--- src/rtl/fifostack_arbiter_if.sv ---
// Handshake bundle between two producers, one consumer, the shared fifostack and the arbiter.
// The arbiter takes the slave modport; the surrounding logic (or bench) takes master.
interface fifostack_arbiter_if #(
    parameter int WIDTH = 32
);
    logic             flush;
    logic             a_req;
    logic [WIDTH-1:0] a_data;
    logic             a_gnt;
    logic             b_req;
    logic [WIDTH-1:0] b_data;
    logic             b_gnt;
    logic             rd_req;
    logic             rd_gnt;
    logic             rd_valid;
    logic [WIDTH-1:0] rd_data;
    logic             fifo_enqueue;
    logic             fifo_dequeue;
    logic [WIDTH-1:0] fifo_data_in;
    logic             fifo_reset_n;
    logic             fifo_empty;
    logic             fifo_full;
    logic [WIDTH-1:0] fifo_data_out;
    logic [2:0]       occupancy;
    logic             err;

    modport master (
        output flush, a_req, a_data, b_req, b_data, rd_req,
               fifo_empty, fifo_full, fifo_data_out,
        input  a_gnt, b_gnt, rd_gnt, rd_valid, rd_data,
               fifo_enqueue, fifo_dequeue, fifo_data_in, fifo_reset_n,
               occupancy, err
    );

    modport slave (
        input  flush, a_req, a_data, b_req, b_data, rd_req,
               fifo_empty, fifo_full, fifo_data_out,
        output a_gnt, b_gnt, rd_gnt, rd_valid, rd_data,
               fifo_enqueue, fifo_dequeue, fifo_data_in, fifo_reset_n,
               occupancy, err
    );
endinterface

--- src/rtl/fifostack_arbiter.sv ---
// Arbitrates two producers and one consumer onto a single fifostack, issuing at most
// one fifostack command per cycle, tracking occupancy and sequencing the fifostack flush.
//
// state | meaning
// FLUSH | fifo_reset_n held low this cycle; occupancy and err cleared at its end
// IDLE  | no fifostack command
// PUSH  | enqueue of the round-robin winner's word
// POP   | dequeue; popped word appears on rd_data next cycle with rd_valid
module fifostack_arbiter #(
    parameter int WIDTH        = 32,
    parameter int DEPTH        = 7,
    parameter int STARVE_LIMIT = 4
) (
    input logic               clock,
    input logic               reset,
    fifostack_arbiter_if.slave bus
);
    localparam int SW = $clog2(STARVE_LIMIT + 1);

    typedef enum logic [1:0] {FLUSH, IDLE, PUSH, POP} state_t;

    state_t           state;
    logic             a_gnt_q;
    logic             b_gnt_q;
    logic             rd_gnt_q;
    logic             rd_valid_q;
    logic             enq_q;
    logic             deq_q;
    logic [WIDTH-1:0] data_in_q;
    logic             fifo_rstn_q;
    logic [2:0]       occ_q;
    logic             err_q;
    logic             rr_b;
    logic [SW-1:0]    starve;

    logic [2:0]       occ_nxt;
    logic             a_el;
    logic             b_el;
    logic             push_el;
    logic             pop_el;
    logic             push_win;
    logic             pick_b;
    logic             flag_mismatch;

    // Occupancy as it will stand once the command in flight this cycle retires.
    always_comb begin
        occ_nxt = occ_q;
        case (state)
            FLUSH:   occ_nxt = 3'd0;
            PUSH:    occ_nxt = occ_q + 3'd1;
            POP:     occ_nxt = occ_q - 3'd1;
            default: occ_nxt = occ_q;
        endcase
    end

    // A requester granted this cycle still shows its old request at the edge; skip it once.
    assign a_el     = bus.a_req & ~a_gnt_q;
    assign b_el     = bus.b_req & ~b_gnt_q;
    assign push_el  = (a_el | b_el) && (occ_nxt < 3'(DEPTH));
    assign pop_el   = bus.rd_req && !rd_gnt_q && (occ_nxt != 3'd0);
    assign push_win = push_el && (!pop_el || (starve >= SW'(STARVE_LIMIT)));
    assign pick_b   = b_el && (!a_el || rr_b);

    assign flag_mismatch = ((occ_q == 3'd0) != bus.fifo_empty) ||
                           ((occ_q == 3'(DEPTH)) != bus.fifo_full);

    always_ff @(posedge clock or negedge reset) begin
        if (!reset) begin
            state       <= FLUSH;
            a_gnt_q     <= 1'b0;
            b_gnt_q     <= 1'b0;
            rd_gnt_q    <= 1'b0;
            rd_valid_q  <= 1'b0;
            enq_q       <= 1'b0;
            deq_q       <= 1'b0;
            data_in_q   <= '0;
            fifo_rstn_q <= 1'b0;
            occ_q       <= 3'd0;
            err_q       <= 1'b0;
            rr_b        <= 1'b0;
            starve      <= '0;
        end else begin
            a_gnt_q     <= 1'b0;
            b_gnt_q     <= 1'b0;
            rd_gnt_q    <= 1'b0;
            enq_q       <= 1'b0;
            deq_q       <= 1'b0;
            fifo_rstn_q <= 1'b1;
            rd_valid_q  <= (state == POP);
            occ_q       <= occ_nxt;
            // Flags are stale during the flush cycle itself, so it is not cross-checked.
            err_q       <= (state == FLUSH) ? 1'b0 : (err_q | flag_mismatch);

            if (bus.flush) begin
                state       <= FLUSH;
                fifo_rstn_q <= 1'b0;
                starve      <= '0;
            end else if (push_win) begin
                state  <= PUSH;
                enq_q  <= 1'b1;
                starve <= '0;
                rr_b   <= ~rr_b;
                if (pick_b) begin
                    b_gnt_q   <= 1'b1;
                    data_in_q <= bus.b_data;
                end else begin
                    a_gnt_q   <= 1'b1;
                    data_in_q <= bus.a_data;
                end
            end else if (pop_el) begin
                state    <= POP;
                deq_q    <= 1'b1;
                rd_gnt_q <= 1'b1;
                // Pop only beats an eligible push while starve is below the limit.
                starve   <= push_el ? starve + SW'(1) : '0;
            end else begin
                state  <= IDLE;
                starve <= '0;
            end
        end
    end

    assign bus.a_gnt        = a_gnt_q;
    assign bus.b_gnt        = b_gnt_q;
    assign bus.rd_gnt       = rd_gnt_q;
    assign bus.rd_valid     = rd_valid_q;
    assign bus.rd_data      = bus.fifo_data_out;
    assign bus.fifo_enqueue = enq_q;
    assign bus.fifo_dequeue = deq_q;
    assign bus.fifo_data_in = data_in_q;
    assign bus.fifo_reset_n = fifo_rstn_q;
    assign bus.occupancy    = occ_q;
    assign bus.err          = err_q;
endmodule

--- src/flat_wrapper.sv ---
// flat-port wrapper written by rule: the top's interface ports become plain ports
module fifostack_arbiter_flat 
#(
    parameter int WIDTH        = 32,
    parameter int DEPTH        = 7,
    parameter int STARVE_LIMIT = 4
)
  (clock, reset, bus_flush, bus_a_req, bus_a_data, bus_b_req, bus_b_data, bus_rd_req, bus_fifo_empty, bus_fifo_full, bus_fifo_data_out, bus_a_gnt, bus_b_gnt, bus_rd_gnt, bus_rd_valid, bus_rd_data, bus_fifo_enqueue, bus_fifo_dequeue, bus_fifo_data_in, bus_fifo_reset_n, bus_occupancy, bus_err);
  fifostack_arbiter_if #(.WIDTH(WIDTH)) bus_i ();
  input logic clock;
  input logic reset;
  input wire logic [$bits(bus_i.flush)-1:0] bus_flush;
  input wire logic [$bits(bus_i.a_req)-1:0] bus_a_req;
  input wire logic [$bits(bus_i.a_data)-1:0] bus_a_data;
  input wire logic [$bits(bus_i.b_req)-1:0] bus_b_req;
  input wire logic [$bits(bus_i.b_data)-1:0] bus_b_data;
  input wire logic [$bits(bus_i.rd_req)-1:0] bus_rd_req;
  input wire logic [$bits(bus_i.fifo_empty)-1:0] bus_fifo_empty;
  input wire logic [$bits(bus_i.fifo_full)-1:0] bus_fifo_full;
  input wire logic [$bits(bus_i.fifo_data_out)-1:0] bus_fifo_data_out;
  output wire logic [$bits(bus_i.a_gnt)-1:0] bus_a_gnt;
  output wire logic [$bits(bus_i.b_gnt)-1:0] bus_b_gnt;
  output wire logic [$bits(bus_i.rd_gnt)-1:0] bus_rd_gnt;
  output wire logic [$bits(bus_i.rd_valid)-1:0] bus_rd_valid;
  output wire logic [$bits(bus_i.rd_data)-1:0] bus_rd_data;
  output wire logic [$bits(bus_i.fifo_enqueue)-1:0] bus_fifo_enqueue;
  output wire logic [$bits(bus_i.fifo_dequeue)-1:0] bus_fifo_dequeue;
  output wire logic [$bits(bus_i.fifo_data_in)-1:0] bus_fifo_data_in;
  output wire logic [$bits(bus_i.fifo_reset_n)-1:0] bus_fifo_reset_n;
  output wire logic [$bits(bus_i.occupancy)-1:0] bus_occupancy;
  output wire logic [$bits(bus_i.err)-1:0] bus_err;
  assign bus_i.flush = bus_flush;
  assign bus_i.a_req = bus_a_req;
  assign bus_i.a_data = bus_a_data;
  assign bus_i.b_req = bus_b_req;
  assign bus_i.b_data = bus_b_data;
  assign bus_i.rd_req = bus_rd_req;
  assign bus_i.fifo_empty = bus_fifo_empty;
  assign bus_i.fifo_full = bus_fifo_full;
  assign bus_i.fifo_data_out = bus_fifo_data_out;
  assign bus_a_gnt = bus_i.a_gnt;
  assign bus_b_gnt = bus_i.b_gnt;
  assign bus_rd_gnt = bus_i.rd_gnt;
  assign bus_rd_valid = bus_i.rd_valid;
  assign bus_rd_data = bus_i.rd_data;
  assign bus_fifo_enqueue = bus_i.fifo_enqueue;
  assign bus_fifo_dequeue = bus_i.fifo_dequeue;
  assign bus_fifo_data_in = bus_i.fifo_data_in;
  assign bus_fifo_reset_n = bus_i.fifo_reset_n;
  assign bus_occupancy = bus_i.occupancy;
  assign bus_err = bus_i.err;
  fifostack_arbiter #(.WIDTH(WIDTH), .DEPTH(DEPTH), .STARVE_LIMIT(STARVE_LIMIT)) u_core (.clock(clock), .reset(reset), .bus(bus_i));
endmodule
--- config.mk ---
export PLATFORM = sky130hd
export DESIGN_NAME = fifostack_arbiter_flat
export DESIGN_NICKNAME = d
export VERILOG_FILES = /design/src/rtl/fifostack_arbiter_if.sv /design/src/rtl/fifostack_arbiter.sv /design/src/flat_wrapper.sv
export SDC_FILE = /design/constraint.sdc
export NUM_CORES = 1
export LEC_CHECK = 0
export CAP_MARGIN = 20
export CORE_ASPECT_RATIO = 0.5
export CORE_MARGIN = 1
export CORE_UTILIZATION = 36
export DETAILED_ROUTE_END_ITERATION = 6
export HOLD_SLACK_MARGIN = 0.08
export PLACE_DENSITY_LB_ADDON = 0.05
export SYNTH_ARGS = -nofsm -noshare
export SYNTH_HDL_FRONTEND = slang
export SYNTH_SLANG_ARGS = --single-unit
--- constraint.sdc ---
create_clock -name clock -period 3.08 [get_ports clock]
set_input_delay 0.924 -clock clock [delete_from_list [all_inputs] [get_ports clock]]
set_output_delay 0.924 -clock clock [all_outputs]
set_load 0.05 [all_outputs]
# Word-level counts from Yosys, hierarchy flattened
# Cells that the tools add are included.
# Widths: inputs -> output; s select.
# word_totals
ff_bits,48
in_bits,104
out_inout_bits,75
elab_cells,67
# op_classes
n_addsub,3
order_cmp,2
n_eq_ne,5
mux,22
bitwise,8
reduce_logical,15
# ops
operator,n
$mux 32,1
$mux 1,13
$mux 3,4
$pmux 3 s3,1
$add 3x1->3 const B,2
$mux 2,3
$logic_and 1x1->1,5
$eq 2x2->1 const B,2
$not 1->1,4
$eq 3x3->1 const B,1
$ge 3x3->1 const B,1
$logic_not 1->1,3
$logic_not 3->1,1
$logic_or 1x1->1,3
$lt 3x3->1 const B,1
$reduce_bool 3->1,1
$sub 3x1->3 const B,1
$and 1x1->1,2
$logic_not 2->1,1
$ne 1x1->1,2
$or 1x1->1,2
$reduce_and 2->1,1

# Depth between registers and ports, before layout
# depth
ltp_word,9
mapped_depth,11
depth_no_buf,8

# Worst setup path after synthesis
# Ideal clock, no wire load.
# synth_path
kind,flip-flop to flip-flop
from,"register u_core.occ_q[0], in the netlist u_core.bus.occupancy[0]"
to,register u_core.starve[0]
setup_time_ns,0.073
arrival_time_ns,2.311
required_ns,3.007
path_slack_ns,0.696
path_stages_with_launch,7
n_path_buf,0
synth_period_minus_slack_ns,2.384
path_cell_list,dfrtp_1 -> fa_1 -> nand3b_1 -> o21ai_0 -> a311o_1 -> nor4_2 -> nor2b_1
# synth_via
elab_chain_cells,9
word_cells_on_any_way,14
classes_between,add/sub: 2; order compare: 1; mux: 5; reduce/logical: 6
# synth_rtl
item,line_no,rtl
"start, declared",fifostack_arbiter.sv:31,logic [2:0] occ_q;
"start signal, assigned",fifostack_arbiter.sv:90,occ_q <= occ_nxt;
$sub 3x1->3 or $add 3x1->3 (tied branches),"fifostack_arbiter.sv:51, fifostack_arbiter.sv:50",
$pmux 3 s3 (*),fifostack_arbiter.sv:48,case (state)
"parallel branches: the longest is 5 deep, another holds $lt 3x3->1",n/a,
$mux 3 (*),fifostack_arbiter.sv:98,end else if (push_win) begin
$mux 3 (*),fifostack_arbiter.sv:94,if (bus.flush) begin
"end signal, assigned",fifostack_arbiter.sv:115,starve <= push_el ? starve + SW'(1) : '0;
"end, declared",fifostack_arbiter.sv:34,logic [SW-1:0] starve;
# Every way passes the cells marked *.
# A chain may end at the register's enable or synchronous reset.

# Worst setup path in the final report
# layout_path
from,register u_core.state[1]
to,"register u_core.data_in_q[22], in the netlist u_core.bus.fifo_data_in[22]"
# layout_via
elab_chain_cells,8
word_cells_on_any_way,12
classes_between,order compare: 1; eq/ne: 2; mux: 1; reduce/logical: 8
# layout_rtl
item,line_no,rtl
"start, declared",fifostack_arbiter.sv:22,state_t state;
"start signal, assigned",fifostack_arbiter.sv:69,state <= FLUSH;
"start signal, assigned",fifostack_arbiter.sv:95,state <= FLUSH;
"start signal, assigned",fifostack_arbiter.sv:99,state <= PUSH;
$eq 2x2->1 or $logic_not 2->1 (tied branches),fifostack_arbiter.sv:48,
$pmux 3 s3 (*),fifostack_arbiter.sv:48,
"parallel branches: the longest is 4 deep, another holds $lt 3x3->1",n/a,
$logic_and 1x1->1 (*),fifostack_arbiter.sv:61,assign push_win = push_el && (!pop_el || (starve >= SW'(STARVE_LIMIT)));
$reduce_and 2->1 (no source line) (*),n/a,
"end signal, assigned",fifostack_arbiter.sv:105,data_in_q <= bus.b_data;
"end signal, assigned",fifostack_arbiter.sv:108,data_in_q <= bus.a_data;
"end, declared",fifostack_arbiter.sv:29,logic [WIDTH-1:0] data_in_q;
# Marked as above.

==> run_results.csv <==
group,metric,value,unit
pwr,pwr-share-comb,52.9,%
detailed_routing,ant_nets,0,
pwr,p_sw,0.00147,W
final_layout,seq_area,1200,um^2
global_route,grt_max_degree,49,
clock_tree,cts_tree,"yes",
global_route,grt.overflow.total,0,
yosys,muxShareOfSynthArea,12.4,%
global_route,grtUsageTotal,17.5,%
detailed_routing,viasPerCell,4.99,
placement,pre_cts_ws,1.66,ps
yosys,yosysWarningCount,0,
final_layout,area_delta_synth_final,42.9,%
clock_tree,clockRootBuffer,"clkbuf_16",
timing,finalHoldViolCount,0,
clock_tree,cts.hold.buffers_added,0,
job,cap_violations,0,
yosys,synth_top_family_by_area,"compound AO/OA/AOI/OAI gates",
timing,setup_ws,371,ps
floorplanning,die_area,7540,um^2
pwr,switching_share,45.4,%
final_layout,antenna_cells,0,
min_path,hp-class,"flip-flop to flip-flop",
final_layout,layout_commonest_cell,"clkdlybuf4s50_1",
setup_path,reg2reg_depth,8,
setup_path,startpoint_type,"flip-flop",
timing,fin_crit_sh,88.0,%
yosys,syn-num-nets,357,
detailed_routing,avgRoutedWirePerCell,16.2,um
pwr,power_frac_clock,16.6,%
clock_tree,clk_pin_slew_worst_paths,60,ps
clock_tree,post_cts_resized,0,
setup_path,reg2reg_to,"u_core.bus.fifo_data_in[22]",
timing,whs,437,ps
floorplanning,die_h,61.9,um
global_route,grt_pass1_wl,9980,um
floorplanning,start_util,37.9,%
floorplanning,ios,179,
status,run_status,"completed",
global_route,antenna_found_initial,0,
timing,layout_min_cycle_time,2710,ps
pwr,p_int,0.00177,W
yosys,syn_area,2580,um^2
timing,slew_headroom,58.8,%
floorplanning,dieWidth,122,um
pwr,power_density,878,nW/um^2
yosys,ys_types,41,
final_layout,final_cell_mix,"clkdlybuf4s50_1, a21oi_1, dfrtp_1",
pwr,ir_drop,0.329,mV
timing,rsz0062_at_grt,"false",
clock_tree,cts_setup_buffers,0,
yosys,synth_fa_ha_area_share,1.26,%
pwr,leakage,1.52,nW
yosys,ys_ff_latch,48,
setup_path,worst_ep_required_time,3220,ps
timing,skew,3.46,ps
placement,port-buffer-count,114,
yosys,synthArstFlopShare,100,%
yosys,syn_avg_cell_area,10.3,um^2
yosys,synth_ff_type,"dfrtp_1",
setup_path,critPathArrivalTime,2850,ps
detailed_routing,vias,2100,
clock_tree,cts_buffers,5,
final_layout,layout-drive-gt1-share,6.69,%
clock_tree,clock-sinks,48,
floorplanning,core_area,6810,um^2
yosys,synth_xor_area_share,0.678,%
yosys,synthSimpleGateAreaFrac,6.93,%
setup_path,crit_path_end,"u_core.bus.fifo_data_in[22]",
global_route,first_global_vias,1992,
setup_path,cp_max_fo,33,
final_layout,final_net_count,434,
setup_path,path_class,"flip-flop to flip-flop",
placement,dp_hpwl,5090,um
timing,final_max_slew_viol_count,0,
yosys,synth_enable_flop_cells,0,
timing,worst_slew_pin_slew,618,ps
setup_path,regToRegStartpoint,"u_core.state[1]",
timing,max_freq,369,MHz
clock_tree,htree_levels,2,
detailed_routing,drtIter0Drc,89,
final_layout,multi_input_area,1030,um^2
clock_tree,ctsLongestPathBuffers,2,
clock_tree,clock_latency,280,ps
timing,setup_viol,0,
detailed_routing,drt_pass1_iterations,4,
yosys,synth_compound_area_share,18.3,%
setup_path,crit_start,"u_core.state[1]",
detailed_routing,drt_wl_total,6830,um
timing,timing.setup.tns,0,ps
final_layout,final.fill_count,628,
detailed_routing,drc_errors,0,
placement,gp_congestion,0.794,
setup_path,r2r_slack,370,ps
pwr,seqPwrFrac,30.5,%
yosys,synth_sequential_area_ratio,46.5,%
setup_path,end_kind,"flip-flop",
floorplanning,rows,21,
yosys,syn_inst,251,
[power by group through the flow]
stage / sequential (W) / combinational (W) / clock, W
after floorplan: 0.00164 / 0.000568 / 0
after global placement: 0.000985 / 0.00171 / 0
after detailed placement: 0.000991 / 0.00172 / 0
after CTS: 0.000988 / 0.00173 / 0.000555
after global routing: 0.00102 / 0.00182 / 0.000577
final: 0.000988 / 0.00171 / 0.000538
[critical path, cell delays in order, from the launching register on]
cell,delay (ps)
dfrtp_1,480
and2_1,230
fa_1,500
nand3b_1,210
o211ai_1,100
a31o_2,440
nand2_2,160
inv_4,300
a21oi_1,130
[layer usage]
| metal | global-route usage, % | vias up | wire length (um) |
|---|---|---|---|
| li1 | - | 1006 | - |
| met2 | 29.1 | 94 | 3270 |
| met4 | 5.47 | 0 | 91 |
| met5 | 0 | - | 0 |
| met3 | 7.30 | 12 | 695 |
| met1 | 21.2 | 988 | 2780 |
[cells by family after synthesis]
| group | after synthesis |
|---|---|
| adders and majority gates | 2 |
| AOI/OAI and AO/OA | 85 |
| muxes | 32 |
| DFF | 48 |
| and+or+nand+nor | 29 |
| xor gates and xnor gates | 2 |
| buffers and inverters | 53 |
[per-stage QoR]
stage | utilization, % | power [W] | area (um^2) | std cells
after detailed placement | 52.0 | 0.00271 | 3540 | 413
after floorplan | - | 0.00221 | 2580 | 251
after CTS | 54.2 | 0.00327 | 3690 | 421
after global placement | 52.0 | 0.00269 | 3540 | 413
after global routing | 54.2 | 0.00341 | 3690 | 421
final | 54.2 | 0.00324 | 3690 | 421
[cell type report]
cell class / instances / share of cell area [%]
well taps: 92 / 3.12
clock inverters: 2 / 0.271
multi-input cells: 150 / 27.8
repair buffers: 118 / 31.9
flip-flops and latches: 48 / 32.5
inverters: 5 / 0.576
clock buffers: 6 / 3.76
[registers in the layout, summed over array words and instances (netlist names)]
| register | cells |
|---|---|
| u_core.bus.rd_gnt | 1 |
| u_core.state | 2 |
| u_core.bus.a_gnt | 1 |
| u_core.bus.rd_valid | 1 |
| u_core.starve | 3 |
| u_core.bus.b_gnt | 1 |
| u_core.rr_b | 1 |
| u_core.bus.err | 1 |
| u_core.bus.fifo_data_in | 32 |
| u_core.bus.fifo_enqueue | 1 |
| u_core.bus.fifo_reset_n | 1 |
| u_core.bus.occupancy | 3 |
[worst min-delay path by stage]
stage	start	endpoint	slack, ps	cells past startpoint
after global routing	u_core.starve[0]	u_core.starve[0]	450	1
after floorplan	u_core.starve[0]	u_core.starve[0]	410	1
final	u_core.starve[0]	u_core.starve[0]	440	1
after detailed placement	u_core.starve[0]	u_core.starve[0]	430	1
after CTS	u_core.starve[0]	u_core.starve[0]	430	1
after global placement	u_core.starve[0]	u_core.starve[0]	420	1
[cells in the mapped netlist (all sizes together), types with 2 or more instances]
library cell,instances,area [um^2]
mux2i,32,320
and2,4,25.0
dfrtp,48,1200
inv,5,18.8
nor3b,2,15.0
clkbuf,3,11.3
nor2b,5,31.3
o21ai,2,10.0
nor2,5,18.8
a31oi,2,12.5
buf,45,329
o21a,2,15.0
a21oi,69,349
nand2,5,21.3
Power figures use the tool's default switching activity.
